### src/rtl/pcm_moving_average_pkg.sv
// Shared definitions for the PCM moving-average block.
//   - default PCM word width and window size
//   - accumulator width helper (sample width plus window growth)
//   - fill state of the window (FILLING until the window first fills, then FULL)
//   - stereo frame typedef {left, right}
package pcm_moving_average_pkg;

  localparam int PCM_BITS_DEFAULT    = 8;
  localparam int LOG2_WINDOW_DEFAULT = 3;

  typedef enum logic {
    FILLING = 1'b0,
    FULL    = 1'b1
  } fill_state_e;

  typedef struct packed {
    logic [PCM_BITS_DEFAULT-1:0] left;
    logic [PCM_BITS_DEFAULT-1:0] right;
  } pcm_frame_t;

  // A sum of 2**log2_window signed nbits-wide samples needs log2_window extra
  // bits, so the running sum can never overflow.
  function automatic int acc_width(input int nbits, input int log2_window);
    return nbits + log2_window;
  endfunction

endpackage

### src/rtl/pcm_ring_channel.sv
// One channel of the moving average: ring storage of the last 2**LOG2_WINDOW
// samples plus a signed running sum.
// Ports:
//   clk, reset     clock, asynchronous active-high reset (clears the sum only)
//   clear          synchronous flush of the running sum
//   push           accept sample_in this cycle (already qualified by the top)
//   evict          window is full: the slot at wr_ptr holds the oldest sample
//   wr_ptr         ring slot to overwrite, owned by the top
//   sample_in      new signed PCM sample
//   sum_next       running sum including sample_in (combinational)
module pcm_ring_channel
  import pcm_moving_average_pkg::*;
#(
  parameter int NUMBER_OF_BITS = PCM_BITS_DEFAULT,
  parameter int LOG2_WINDOW    = LOG2_WINDOW_DEFAULT,
  localparam int ACC_W         = acc_width(NUMBER_OF_BITS, LOG2_WINDOW)
) (
  input  logic                      clk,
  input  logic                      reset,
  input  logic                      clear,
  input  logic                      push,
  input  logic                      evict,
  input  logic [LOG2_WINDOW-1:0]    wr_ptr,
  input  logic [NUMBER_OF_BITS-1:0] sample_in,
  output logic [ACC_W-1:0]          sum_next
);

  localparam int DEPTH = 2 ** LOG2_WINDOW;

  logic [NUMBER_OF_BITS-1:0] ring [DEPTH];
  logic signed [ACC_W-1:0]   sum_q;
  logic signed [ACC_W-1:0]   new_ext;
  logic signed [ACC_W-1:0]   old_ext;

  // While filling, ring slots hold stale data; treat them as zero so the
  // average of a partial window is sum / window.
  always_comb begin
    new_ext  = ACC_W'($signed(sample_in));
    old_ext  = evict ? ACC_W'($signed(ring[wr_ptr])) : '0;
    sum_next = sum_q + new_ext - old_ext;
  end

  always_ff @(posedge clk or posedge reset) begin
    if (reset) begin
      sum_q <= '0;
    end else if (clear) begin
      sum_q <= '0;
    end else if (push) begin
      sum_q <= sum_next;
    end
  end

  // Storage is intentionally not reset; evict masks it until the window fills.
  always_ff @(posedge clk) begin
    if (push) begin
      ring[wr_ptr] <= sample_in;
    end
  end

endmodule

### src/rtl/pcm_moving_average.sv
// Per-channel moving average over the last 2**LOG2_WINDOW stereo PCM frames.
// Ports:
//   clk, reset          clock, asynchronous active-high reset
//   clear               synchronous flush, identical in effect to reset
//   sample_valid        one-cycle strobe, left_in/right_in carry a new frame
//   left_in, right_in   signed PCM samples
//   avg_left/avg_right  registered floor(sum / window) per channel
//   avg_valid           one-cycle strobe, avg_* updated this cycle
//   window_full         window state (FULL once a full window has been accepted)
// Handshake: sample_valid is a pure strobe with no back-pressure; every strobe
// not coinciding with clear is accepted and answered by exactly one avg_valid
// pulse on the following cycle. clear wins over sample_valid.
module pcm_moving_average
  import pcm_moving_average_pkg::*;
#(
  parameter int NUMBER_OF_BITS = PCM_BITS_DEFAULT,
  parameter int LOG2_WINDOW    = LOG2_WINDOW_DEFAULT
) (
  input  logic                      clk,
  input  logic                      reset,
  input  logic                      clear,
  input  logic                      sample_valid,
  input  logic [NUMBER_OF_BITS-1:0] left_in,
  input  logic [NUMBER_OF_BITS-1:0] right_in,
  output logic [NUMBER_OF_BITS-1:0] avg_left,
  output logic [NUMBER_OF_BITS-1:0] avg_right,
  output logic                      avg_valid,
  output logic                      window_full
);

  localparam int ACC_W = acc_width(NUMBER_OF_BITS, LOG2_WINDOW);
  localparam int DEPTH = 2 ** LOG2_WINDOW;
  localparam logic [LOG2_WINDOW:0] FILL_MAX  = (LOG2_WINDOW + 1)'(DEPTH);
  localparam logic [LOG2_WINDOW:0] FILL_LAST = (LOG2_WINDOW + 1)'(DEPTH - 1);

  logic                   accept;
  logic [LOG2_WINDOW-1:0] wr_ptr;
  logic [LOG2_WINDOW:0]   fill_count;
  fill_state_e            state;
  logic [ACC_W-1:0]       sum_next_l;
  logic [ACC_W-1:0]       sum_next_r;

  assign accept      = sample_valid & ~clear;
  assign window_full = (state == FULL);

  pcm_ring_channel #(
    .NUMBER_OF_BITS(NUMBER_OF_BITS),
    .LOG2_WINDOW   (LOG2_WINDOW)
  ) u_left (
    .clk      (clk),
    .reset    (reset),
    .clear    (clear),
    .push     (accept),
    .evict    (window_full),
    .wr_ptr   (wr_ptr),
    .sample_in(left_in),
    .sum_next (sum_next_l)
  );

  pcm_ring_channel #(
    .NUMBER_OF_BITS(NUMBER_OF_BITS),
    .LOG2_WINDOW   (LOG2_WINDOW)
  ) u_right (
    .clk      (clk),
    .reset    (reset),
    .clear    (clear),
    .push     (accept),
    .evict    (window_full),
    .wr_ptr   (wr_ptr),
    .sample_in(right_in),
    .sum_next (sum_next_r)
  );

  always_ff @(posedge clk or posedge reset) begin
    if (reset) begin
      wr_ptr     <= '0;
      fill_count <= '0;
      state      <= FILLING;
      avg_left   <= '0;
      avg_right  <= '0;
      avg_valid  <= 1'b0;
    end else if (clear) begin
      wr_ptr     <= '0;
      fill_count <= '0;
      state      <= FILLING;
      avg_left   <= '0;
      avg_right  <= '0;
      avg_valid  <= 1'b0;
    end else begin
      avg_valid <= accept;
      if (accept) begin
        // Window is a power of two, so the pointer wraps naturally.
        wr_ptr <= wr_ptr + 1'b1;
        if (fill_count != FILL_MAX) begin
          fill_count <= fill_count + 1'b1;
        end
        if (state == FILLING && fill_count == FILL_LAST) begin
          state <= FULL;
        end
        // Taking the upper bits is an arithmetic shift right by LOG2_WINDOW
        // (floor toward -inf); the result always fits the PCM width.
        avg_left  <= sum_next_l[ACC_W-1:LOG2_WINDOW];
        avg_right <= sum_next_r[ACC_W-1:LOG2_WINDOW];
      end
    end
  end

endmodule

### config.mk
export PLATFORM = sky130hd
export DESIGN_NAME = pcm_moving_average
export DESIGN_NICKNAME = d
export VERILOG_FILES = /design/src/rtl/pcm_moving_average_pkg.sv /design/src/rtl/pcm_ring_channel.sv /design/src/rtl/pcm_moving_average.sv
export SDC_FILE = /design/constraint.sdc
export NUM_CORES = 1
export LEC_CHECK = 0
export ABC_AREA = 1
export BUFFER_PORTS_ARGS = -buffer_cell sky130_fd_sc_hd__buf_2
export CORE_UTILIZATION = 50
export DETAILED_ROUTE_END_ITERATION = 16
export PLACE_DENSITY = 0.67
export SLEW_MARGIN = 30
export SYNTH_ARGS = -nofsm -noshare
export SYNTH_HDL_FRONTEND = slang
export SYNTH_SLANG_ARGS = --single-unit
### constraint.sdc
create_clock -name clk -period 3.9 [get_ports clk]
set_input_delay 0.78 -clock clk [delete_from_list [all_inputs] [get_ports clk]]
set_output_delay 0.78 -clock clk [all_outputs]
set_load 0.1 [all_outputs]
==> summary.md, run 1 <==
| Metric | Value |
|---|---|
| Die width | between 100 and 150 µm |
| Normalized max-slew margin | around 53% |
| Drt total wl | ~18,000 µm |
| Gate Count Post-Synth | 840 |
| Ant. Diodes | 0 |
| WHS | roughly 0.32 ns |
| Number of global-route vias before repair | between 5,000 and 6,000 |
| Worst VDD drop | 0.4650 mV |
| Drt drc | 0 |
| Setup ws final | just over 0.3 ns |
| Leak | roughly 3.9 nW |
| Final setup viols | 0 |
| Drt via density | slightly above 5 |
| Drt wl/cell | roughly 16 µm |
| Crit path DAT | approximately 3.9 ns |
| Crit start category | flip-flop |
| Chip height | between 100 and 150 µm |
| Achievable Freq | roughly 280 MHz |
| Fin crit share | roughly 92% |
| CTS-repair resized insts | 0 |
| Clk sinks | 159 |
| Initial Util | approximately half |
| DP Wirelength | 11,720 µm |
| Design Power | 5.188 mW |
| Start point of the critical path | wr_ptr[1] |
| Layout area overhead | 11.94% |
| RePlAce Congestion | ~0.83 |
| Routed Antenna Nets | 0 |
| Initial antenna violation count | 0 |
| Via count | between 5,000 and 6,000 |
| Pre-Repair DR Iteration Count | 5 |
| Power per cell area | 572.1 nW/µm² |
| Flops & latches, synth | between 150 and 200 |
| Clock skew | between 0.01 and 0.015 ns |
| Post-Syn Area | between 8000 and 9000 µm² |
| Worst-margin pin slew | between 0.6 and 0.7 ns |
| Layout cells sized above 1 | approximately a tenth |
| Count of different cell masters after synthesis | 26 |
| Clock tree buffer depth | 2 |
| CTS tree | yes |
| Tightest Hold Check Type | in -> async |
| Row cnt | 46 |
| Worst Path Max Fanout | 17 |
| Reg2reg path depth | 17 |
| Sequential share of the synthesized area | a little under three fifths |
| RSZ-0062 raised after global routing | false |
| Final min period | 3.590 ns |
| Outcome | finished, final reports clean |
| Final non-filler cell total | 1,103 |
| Placed cell count | 1,072 |
| I/O pin cnt | 38 |
| H-tree depth | 4 |
| Clock latency on the worst-skew pair | approximately 0.43 ns |
| Synthesized area per cell | between 9 and 10 µm² |
| Worst EP required | 4.22 ns |
| # Max-Cap Violations | 0 |
| Pre-CTS WS | approximately 0.34 ns |
| R2r startpoint | wr_ptr[1] |
| Global-route usage over all layers | 22.82% |
| Post-CTS setup buffer count | 0 |
| Hold Buf Count CTS | 0 |
| CTS root buffer | clkbuf_16 |
| First-pass GRT wire length | roughly 28,000 µm |
| Setup crit end kind | flip-flop |
| Syn Nets | approximately 900 |
| Largest net degree at the start of global routing | 32 |
| Final slew viol count | 0 |
| IO buf count | 37 |
| Total gr overflow | 0 |
| Num CTS Buffers | 17 |
| Net count reported at finish | roughly 940 |
| Fill cells | 1,342 |
| Final Hold Fails | 0 |
| Die footprint | ~17,000 µm² |
| Setup CP Type | reg -> reg |
| YS warnings | 0 |
| Iteration-0 DRC Markers | roughly 530 |
| Core box area | 15,830 µm² |
| Final TNS setup | 0 ns |
| Reg clk slew, reported paths | 0.07 ns |
cell type report:
type	count	area, µm²	share of cell area (%)
Clock buffer	17	425.4	4.692
Clock inverter	14	165.2	1.821
Inverter	140	525.5	5.795
Multi-Input combinational cell	502	2728	30.08
Sequential cell	159	4621	50.96
Tap cell	216	270.3	2.981
Timing Repair Buffer	55	332.8	3.670
routing by layer:
metal  GRT usage [%]  routed length [µm]  vias up
li1                -                   -     2800
met1           30.48                7915     2739
met2           37.16                8532      151
met3           5.202                 937       19
met4           7.197                 279        0
met5               0                   0        -
sequential cells by signal (all words and copies together), names as in the netlist:
signal and cells:
u_left.ring 64, u_right.ring 64, avg_right 8, avg_left 7, fill_count 4, u_left.sum_q 4
u_right.sum_q 3, wr_ptr 3, avg_valid 1, window_full 1
report_power, final:
part	leakage [nW]	switching [mW]	total, mW	internal (mW)
Sequential	1.57	0.0612	1.98	1.92
Clock	0.281	0.670	1.67	1.00
Combinational	2.03	1.10	1.53	0.428
worst paths after layout:
| path | to | slack [ns] |
|---|---|---|
| min in group clk | fill_count[3] | 0.49 |
| setup reg to reg | u_left.sum_q[10] | 0.31 |
| setup / recovery | u_left.sum_q[10] | 0.31 |
| max in group asynchronous | wr_ptr[0] | 2.86 |
| hold / removal | avg_left[6] | 0.32 |
| hold reg to reg | fill_count[3] | 0.49 |
synth_stat cells:
| master | n | share of area, % |
|---|---|---|
| buf_4 | 16 | 1.5 |
| o22ai_1 | 7 | 0.54 |
| edfxtp_1 | 128 | 47 |
| o21bai_1 | 1 | 0.093 |
| nor2_1 | 143 | 6.6 |
| nand4_1 | 5 | 0.39 |
| a31oi_1 | 15 | 1.2 |
| inv_2 | 3 | 0.14 |
| nand3_1 | 36 | 2.2 |
| o32ai_1 | 1 | 0.11 |
| nand2_1 | 133 | 6.2 |
| fa_1 | 20 | 4.9 |
| clkbuf_1 | 11 | 0.51 |
| ha_1 | 27 | 4.2 |
| or2_2 | 1 | 0.077 |
| o21ai_1 | 10 | 0.62 |
| o21ai_0 | 82 | 5.1 |
| nand3b_1 | 3 | 0.28 |
| buf_6 | 1 | 0.14 |
| a32o_1 | 1 | 0.12 |
| a21oi_1 | 14 | 0.87 |
| buf_2 | 11 | 0.68 |
| inv_1 | 137 | 6.3 |
| and2_1 | 1 | 0.077 |
| dfrtp_1 | 31 | 9.6 |
| nand2_2 | 2 | 0.15 |
stage by stage:
| stage | instance area (µm²) | utilization [%] |
|---|---|---|
| 2_1_floorplan | 8100 | - |
| 6_report | 9067 | 57.29 |
| 3_5_place_dp | 8477 | 53.56 |
| 3_3_place_gp | 8477 | 53.56 |
| 4_1_cts | 9067 | 57.29 |
| 5_1_grt | 9067 | 57.29 |
layout by cell type, fill, tap and decap left out, types with 5 or more instances in the layout:
cell	netlist	layout
nor2_1	143	143
inv_1	137	137
nand2_1	133	133
edfxtp_1	128	128
o21ai_0	82	82
buf_2	11	37
nand3_1	36	36
dfrtp_1	31	30
ha_1	27	27
fa_1	20	20
clkbuf_16	0	17
buf_4	16	17
a31oi_1	15	15
a21oi_1	14	14
o21ai_1	10	10
o22ai_1	7	7
nand4_1	5	5
worst max-delay path, cell delays in order (launching register included):
cell	delay [ns]
dfrtp_1	0.47
inv_1	0.12
nand2_1	0.54
nor2_1	0.07
o21ai_0	0.10
o21ai_0	0.12
o21ai_1	0.29
inv_1	0.16
fa_1	0.51
inv_1	0.05
ha_1	0.35
nand2_1	0.11
nor2_1	0.19
nand3_1	0.14
nand3_1	0.11
nand2_1	0.05
nand3_1	0.06
nand2_1	0.05
cells by family after synthesis:
kind of cell / after synthesis / synth area share [%]
simple gates: 324 / 15.99
flops: 159 / 57.03
buf+inv: 179 / 9.299
compound gates: 131 / 8.573
fa+ha+maj: 47 / 9.113
(Power assumes the default switching activity.)
==> inputs of run 2 (changes only) <==
==> constraint.sdc (replaced) <==
create_clock -name clk -period 4.6 [get_ports clk]
set_input_delay 0.92 -clock clk [delete_from_list [all_inputs] [get_ports clk]]
set_output_delay 0.92 -clock clk [all_outputs]
set_load 0.1 [all_outputs]
==> run 2 against run 1 <==
Effect of this change:
- sequential share of layout area grew 0.17 points
- total power shrank 15%
- fmax grew 3.1%
- sequential cell count is the same
- setup slack gained 0.81 ns
- combinational power shrank 16%
==> summary.md, run 2 (same netlist as run 1, synthesis figures left out) <==
| Metric | Value |
|---|---|
| Total gr overflow | 0 (unchanged) |
| Worst EP required | 4.94 ns (+0.72 ns) |
| Setup CP Type | reg -> reg |
| H-tree depth | 4 (unchanged) |
| Worst Path Max Fanout | 17 (unchanged) |
| Pre-Repair DR Iteration Count | 5 (unchanged) |
| Via count | 5,599 (-1.9%) |
| Row cnt | 46 (unchanged) |
| CTS root buffer | clkbuf_16 |
| Final TNS setup | 0 ns (unchanged) |
| Drt via density | 5.095 (-1.6%) |
| Final slew viol count | 0 (unchanged) |
| Power per cell area | 486.2 nW/µm² (-15%) |
| Fin crit share | 75.72% (-16 points) |
| Worst-margin pin slew | 0.7751 ns (+0.07578 ns) |
| DP Wirelength | 11,570 µm (-1.3%) |
| # Max-Cap Violations | 0 (unchanged) |
| Largest regs | u_left.ring: 64 flops, u_right.ring: 64 flops, avg_right: 8 flops |
| Initial Util | 51.18% (unchanged) |
| Reg clk slew, reported paths | 0.06 ns (about the same) |
| Final setup viols | 0 (unchanged) |
| Clock tree buffer depth | 2 (unchanged) |
| Clock latency on the worst-skew pair | 0.43 ns (about the same) |
| Die width | 129.3 µm (unchanged) |
| Core box area | 15,830 µm² (unchanged) |
| CTS-repair resized insts | 0 (unchanged) |
| Chip height | 129.3 µm (unchanged) |
| Most common cell after layout, fill and taps aside | nor2_1 |
| Crit path DAT | 3.82 ns (-0.09 ns) |
| Normalized max-slew margin | 48.13% (-5.1 points) |
| Drt total wl | 17,200 µm (-2.6%) |
| Setup crit end kind | flip-flop |
| Clk sinks | 159 (unchanged) |
| Clock skew | 0.006557 ns (-0.004369 ns) |
| Num CTS Buffers | 17 (unchanged) |
| RSZ-0062 raised after global routing | false |
| Hold Buf Count CTS | 0 (unchanged) |
| Final min period | 3.483 ns (-0.1072 ns) |
| RePlAce Congestion | 0.8632 (+3.6%) |
| Number of global-route vias before repair | 5,523 (+1.1%) |
| Tightest Hold Check Type | reg -> reg |
| Initial antenna violation count | 0 (unchanged) |
| I/O pin cnt | 38 (unchanged) |
| Achievable Freq | 287.1 MHz (+3.1%) |
| Leak | 3.848 nW (-0.76%) |
| Crit start category | flip-flop |
| Most frequent cells in the layout | nor2_1, inv_1, nand2_1, edfxtp_1, o21ai_0 |
| IO buf count | 37 (unchanged) |
| Routed Antenna Nets | 0 (unchanged) |
| WHS | 0.4884 ns (+0.1635 ns) |
| Final Hold Fails | 0 (unchanged) |
| Ant. Diodes | 0 (unchanged) |
| CTS tree | yes |
| Drt drc | 0 (unchanged) |
| Iteration-0 DRC Markers | 480 (-10%) |
| Layout area overhead | 11.57% |
| Die footprint | 16,710 µm² (unchanged) |
| Outcome | finished, final reports clean |
| Drt wl/cell | 15.65 µm (-2.3%) |
| Layout cells sized above 1 | 9.740% (-0.52 points) |
| Worst VDD drop | 0.2837 mV (-39%) |
| First-pass GRT wire length | 27,530 µm (-1.9%) |
| Largest net degree at the start of global routing | 44 (+38%) |
| Global-route usage over all layers | 22.44% (-0.38 points) |
| Net count reported at finish | 937 (-0.53%) |
| Post-CTS setup buffer count | 0 (unchanged) |
[run 2: cell types whose count changed in the layout (fill, tap and decap cells not counted)]
cell | previous run | this run
nor2_1 | 143 | 142
clkinv_1 | 2 | 3
clkinv_4 | 1 | 2
inv_6 | 3 | 2
nor2_2 | 0 | 1
clkinvlp_4 | 3 | 4
buf_4 | 17 | 12
clkbuf_1 | 0 | 1
clkinv_2 | 2 | 0
[run 2: report_power, final]
part	switching (mW)	leakage, nW	internal (mW)
sequential	0.0503	1.57	1.63
clock	0.572	0.276	0.852
combinational	0.932	2.01	0.358
[run 2: layout make-up]
type                       count  area, µm²
clock inverter                14      166.4
clock buffer                  18      429.2
inverter                     140      525.5
tap                          216      270.3
sequential                   159       4621
fill                        1382       6790
multi-input combinational    502       2730
timing repair buffer          50      295.3
[run 2: worst paths after layout]
kind / from / endpoint / slack (ns) / depth (start not counted)
setup / recovery: wr_ptr[1] / avg_left[3] / 1.12 / 17
hold / removal: fill_count[3] / fill_count[3] / 0.49 / 1
setup reg to reg: wr_ptr[1] / avg_left[3] / 1.12 / 17
hold reg to reg: fill_count[3] / fill_count[3] / 0.49 / 1
max in group asynchronous: reset / wr_ptr[0] / 3.68 / 3
min in group asynchronous: reset / fill_count[2] / 0.58 / 3
[run 2: per-layer routing]
metal | part of all wire, % | global-route usage (%) | vias up
met5 | 0 | 0 | -
met4 | 2.4 | 10.03 | 0
met3 | 4.2 | 3.964 | 27
met2 | 48 | 37.89 | 124
met1 | 45 | 28.36 | 2662
li1 | - | - | 2786
[run 2: stage by stage]
step                std cells  instance area, µm²  total power, mW  utilization, %  setup WS (ns)
floorplan                 840                8100            2.810               -          1.433
global placement         1067                8439            2.981           53.32          1.215
detailed placement       1067                8439            2.997           53.32          1.155
CTS                      1099                9035            4.424           57.08          1.132
global route             1099                9037            4.644           57.10         0.7766
finish                   1099                9037            4.394           57.10          1.117
[run 2: worst max-delay path: stages (launching register included)]
cell and delay, ns:
dfrtp_1 0.46, inv_1 0.14, nand2_1 0.43, nor2_1 0.29, o21ai_0 0.13, a31oi_1 0.22
ha_1 0.26, inv_1 0.06, ha_1 0.22, inv_1 0.08, fa_1 0.35, inv_1 0.15
nand3_1 0.09, nand3_1 0.13, nand2_1 0.07, nand2_1 0.08, nor2_1 0.04, o21ai_0 0.19
==> inputs of run 3 (changes only) <==
==> constraint.sdc (replaced) <==
create_clock -name clk -period 3.4 [get_ports clk]
set_input_delay 0.68 -clock clk [delete_from_list [all_inputs] [get_ports clk]]
set_output_delay 0.68 -clock clk [all_outputs]
set_load 0.1 [all_outputs]
==> run 3 against run 2 <==
Effect of this change:
- final cell count increased by 1.2%
- total power is 38% higher
- critical path depth shrank 1
- via count rose by 3.5%
- first-iteration DRC count shrank 9.6%
- critical endpoint is now avg_right[3]
==> summary.md, run 3 (same netlist as run 1, synthesis figures left out) <==
| Metric | Value |
|---|---|
| Fin crit share | 92.73% (+17 points) |
| Crit start category | flip-flop |
| CTS-repair resized insts | 0 (unchanged) |
| Number of global-route vias before repair | 5,695 (+3.1%) |
| Layout area overhead | 13.41% |
| Core box area | 15,830 µm² (unchanged) |
| Routed Antenna Nets | 0 (unchanged) |
| Worst EP required | 3.74 ns (-1.20 ns) |
| Crit path DAT | 3.50 ns (-0.32 ns) |
| Most frequent cells in the layout | nor2_1, inv_1, nand2_1, edfxtp_1, o21ai_0 |
| Chip height | 129.3 µm (unchanged) |
| # Max-Cap Violations | 0 (unchanged) |
| Final slew viol count | 0 (unchanged) |
| Die footprint | 16,710 µm² (unchanged) |
| Die width | 129.3 µm (unchanged) |
| Final Hold Fails | 0 (unchanged) |
| R2R setup slack | 0.25 ns (-0.87 ns) |
| Worst Path Max Fanout | 9 (-8) |
| Pre-CTS WS | 0.1001 ns (-1.055 ns) |
| Hold Buf Count CTS | 0 (unchanged) |
| Initial antenna violation count | 0 (unchanged) |
| Drt drc | 0 (unchanged) |
| Power per cell area | 658.8 nW/µm² (+36%) |
| Flop pwr share | 37.5% (-0.7 points) |
| Clock Power Share | 33.1% (+0.7 points) |
| Clock latency on the worst-skew pair | 0.43 ns (about the same) |
| Drt wl/cell | 15.96 µm (+2.0%) |
| Reg clk slew, reported paths | 0.06 ns (about the same) |
| Drt via density | 5.211 (+2.3%) |
| Ant. Diodes | 0 (unchanged) |
| Layout cells sized above 1 | 11.72% (+2.0 points) |
| Drt total wl | 17,750 µm (+3.2%) |
| CTS root buffer | clkbuf_16 |
| Pre-Repair DR Iteration Count | 5 (unchanged) |
| Row cnt | 46 (unchanged) |
| DP Wirelength | 12,290 µm (+6.2%) |
| Setup crit end kind | flip-flop |
| Tightest Hold Check Type | in -> async |
| Fill cells | 1,360 (-1.6%) |
| Area of placed instances | 8537 µm² (+1.2%) |
| R2r startpoint | wr_ptr[1] |
| Gate power share | 29.4% (about the same) |
| Largest net degree at the start of global routing | 50 (+14%) |
| Num CTS Buffers | 17 (unchanged) |
| Final min period | 3.153 ns (-0.3301 ns) |
| Net count reported at finish | 950 (+1.4%) |
| Achievable Freq | 317.2 MHz (+10%) |
| Final setup viols | 0 (unchanged) |
| Worst VDD drop | 0.5704 mV (+100%) |
| Setup CP Type | reg -> reg |
| Worst-margin pin slew | 0.7620 ns (-0.01314 ns) |
| Iteration-0 DRC Markers | 434 (-9.6%) |
| Global-route usage over all layers | 23.31% (+0.87 points) |
| IO buf count | 37 (unchanged) |
| Setup ws final | 0.2471 ns (-0.8699 ns) |
| Clk sinks | 159 (unchanged) |
| Final Cell Area | 9186 µm² (+1.6%) |
| Leak | 3.950 nW (+2.7%) |
| First-pass GRT wire length | 28,840 µm (+4.8%) |
| RePlAce Congestion | 0.8655 (+0.27%) |
| Int Pwr | 3.928 mW (+38%) |
| Normalized max-slew margin | 49.14% (+1.0 points) |
| Switching power of the nets | 2.124 mW (+37%) |
| Initial Util | 51.18% (unchanged) |
| Clock tree buffer depth | 2 (unchanged) |
| Outcome | finished, final reports clean |
| Via count | 5,795 (+3.5%) |
| Largest regs | u_left.ring: 64 flops, u_right.ring: 64 flops, avg_right: 8 flops |
| Reg2reg end | avg_right[3] |
| CTS tree | yes |
| H-tree depth | 4 (unchanged) |
| I/O pin cnt | 38 (unchanged) |
| Reg2reg path depth | 16 (-1) |
| Post-CTS setup buffer count | 0 (unchanged) |
| Total gr overflow | 0 (unchanged) |
| Most common cell after layout, fill and taps aside | nor2_1 |
| Clock skew | 0.01234 ns (+0.005783 ns) |
| Start point of the critical path | wr_ptr[1] |
| Crit path capture | avg_right[3] |
| Sw frac | 35.10% (-0.27 points) |
[run 3: changes by cell type in the layout (fill, tap and decap cells not counted), sizes merged]
cell	previous run	this run
clkinv	5	7
clkinvlp	4	1
bufinv	3	4
buf	50	63
[run 3: how the worst min path moves through the flow]
stage                     cells past startpoint          start  slack (ns)             to
after global placement                        1  fill_count[3]        0.48  fill_count[3]
final                                         2          reset        0.38  fill_count[2]
after floorplan                               1  fill_count[3]        0.45  fill_count[3]
after global routing                          2          reset        0.42  fill_count[2]
after detailed placement                      1  fill_count[3]        0.48  fill_count[3]
after CTS                                     2          reset        0.39  fill_count[2]
[run 3: critical path, stage by stage (launching register included)]
cell     delay (ns)
dfrtp_2        0.47
nor2_2         0.23
inv_2          0.14
buf_4          0.20
nor2_1         0.08
o21ai_0        0.09
a31oi_1        0.30
fa_1           0.46
inv_1          0.07
ha_1           0.30
nand2_1        0.12
nand3_1        0.17
nand2_1        0.10
nand2_1        0.07
nand2_1        0.07
nand2_1        0.04
o21ai_0        0.16
[run 3: power groups by stage]
| stage | sequential, mW | combinational (mW) | clock, mW |
|---|---|---|---|
| finish | 2.27 | 1.78 | 2.00 |
| global route | 2.29 | 2.00 | 2.11 |
| CTS | 2.27 | 1.78 | 2.03 |
| detailed placement | 2.31 | 1.77 | 0 |
| global placement | 2.31 | 1.75 | 0 |
| floorplan | 2.30 | 1.50 | 0 |
[run 3: cell type report]
class                   instances  area, µm²  area share (%)
clock buffers                  18      429.2           4.672
clock inverters                14      187.7           2.043
repair buffers                 63      392.9           4.277
flip-flops and latches        159       4623           50.33
well taps                     216      270.3           2.942
inverters                     140      530.5           5.775
multi-input cells             502       2753           29.96
[run 3: per-stage QoR]
stage	std cells	utilization (%)	hold WS [ns]	total power, mW	setup TNS (ns)
3_5_place_dp	1080	53.94	0.4847	4.078	0
6_report	1112	58.04	0.3813	6.052	0
4_1_cts	1112	57.83	0.3923	6.078	0
3_3_place_gp	1080	53.94	0.4838	4.057	0
5_1_grt	1112	58.04	0.4166	6.397	-0.001283
2_1_floorplan	840	-	0.4548	3.801	0
[run 3: layer usage]
layer | GRT usage, % | part of all wire [%] | vias up
met2 | 38.80 | 50 | 156
met3 | 5.120 | 4.3 | 27
met4 | 8.374 | 1.9 | 0
met5 | 0 | 0 | -
li1 | - | - | 2818
met1 | 30.10 | 44 | 2794
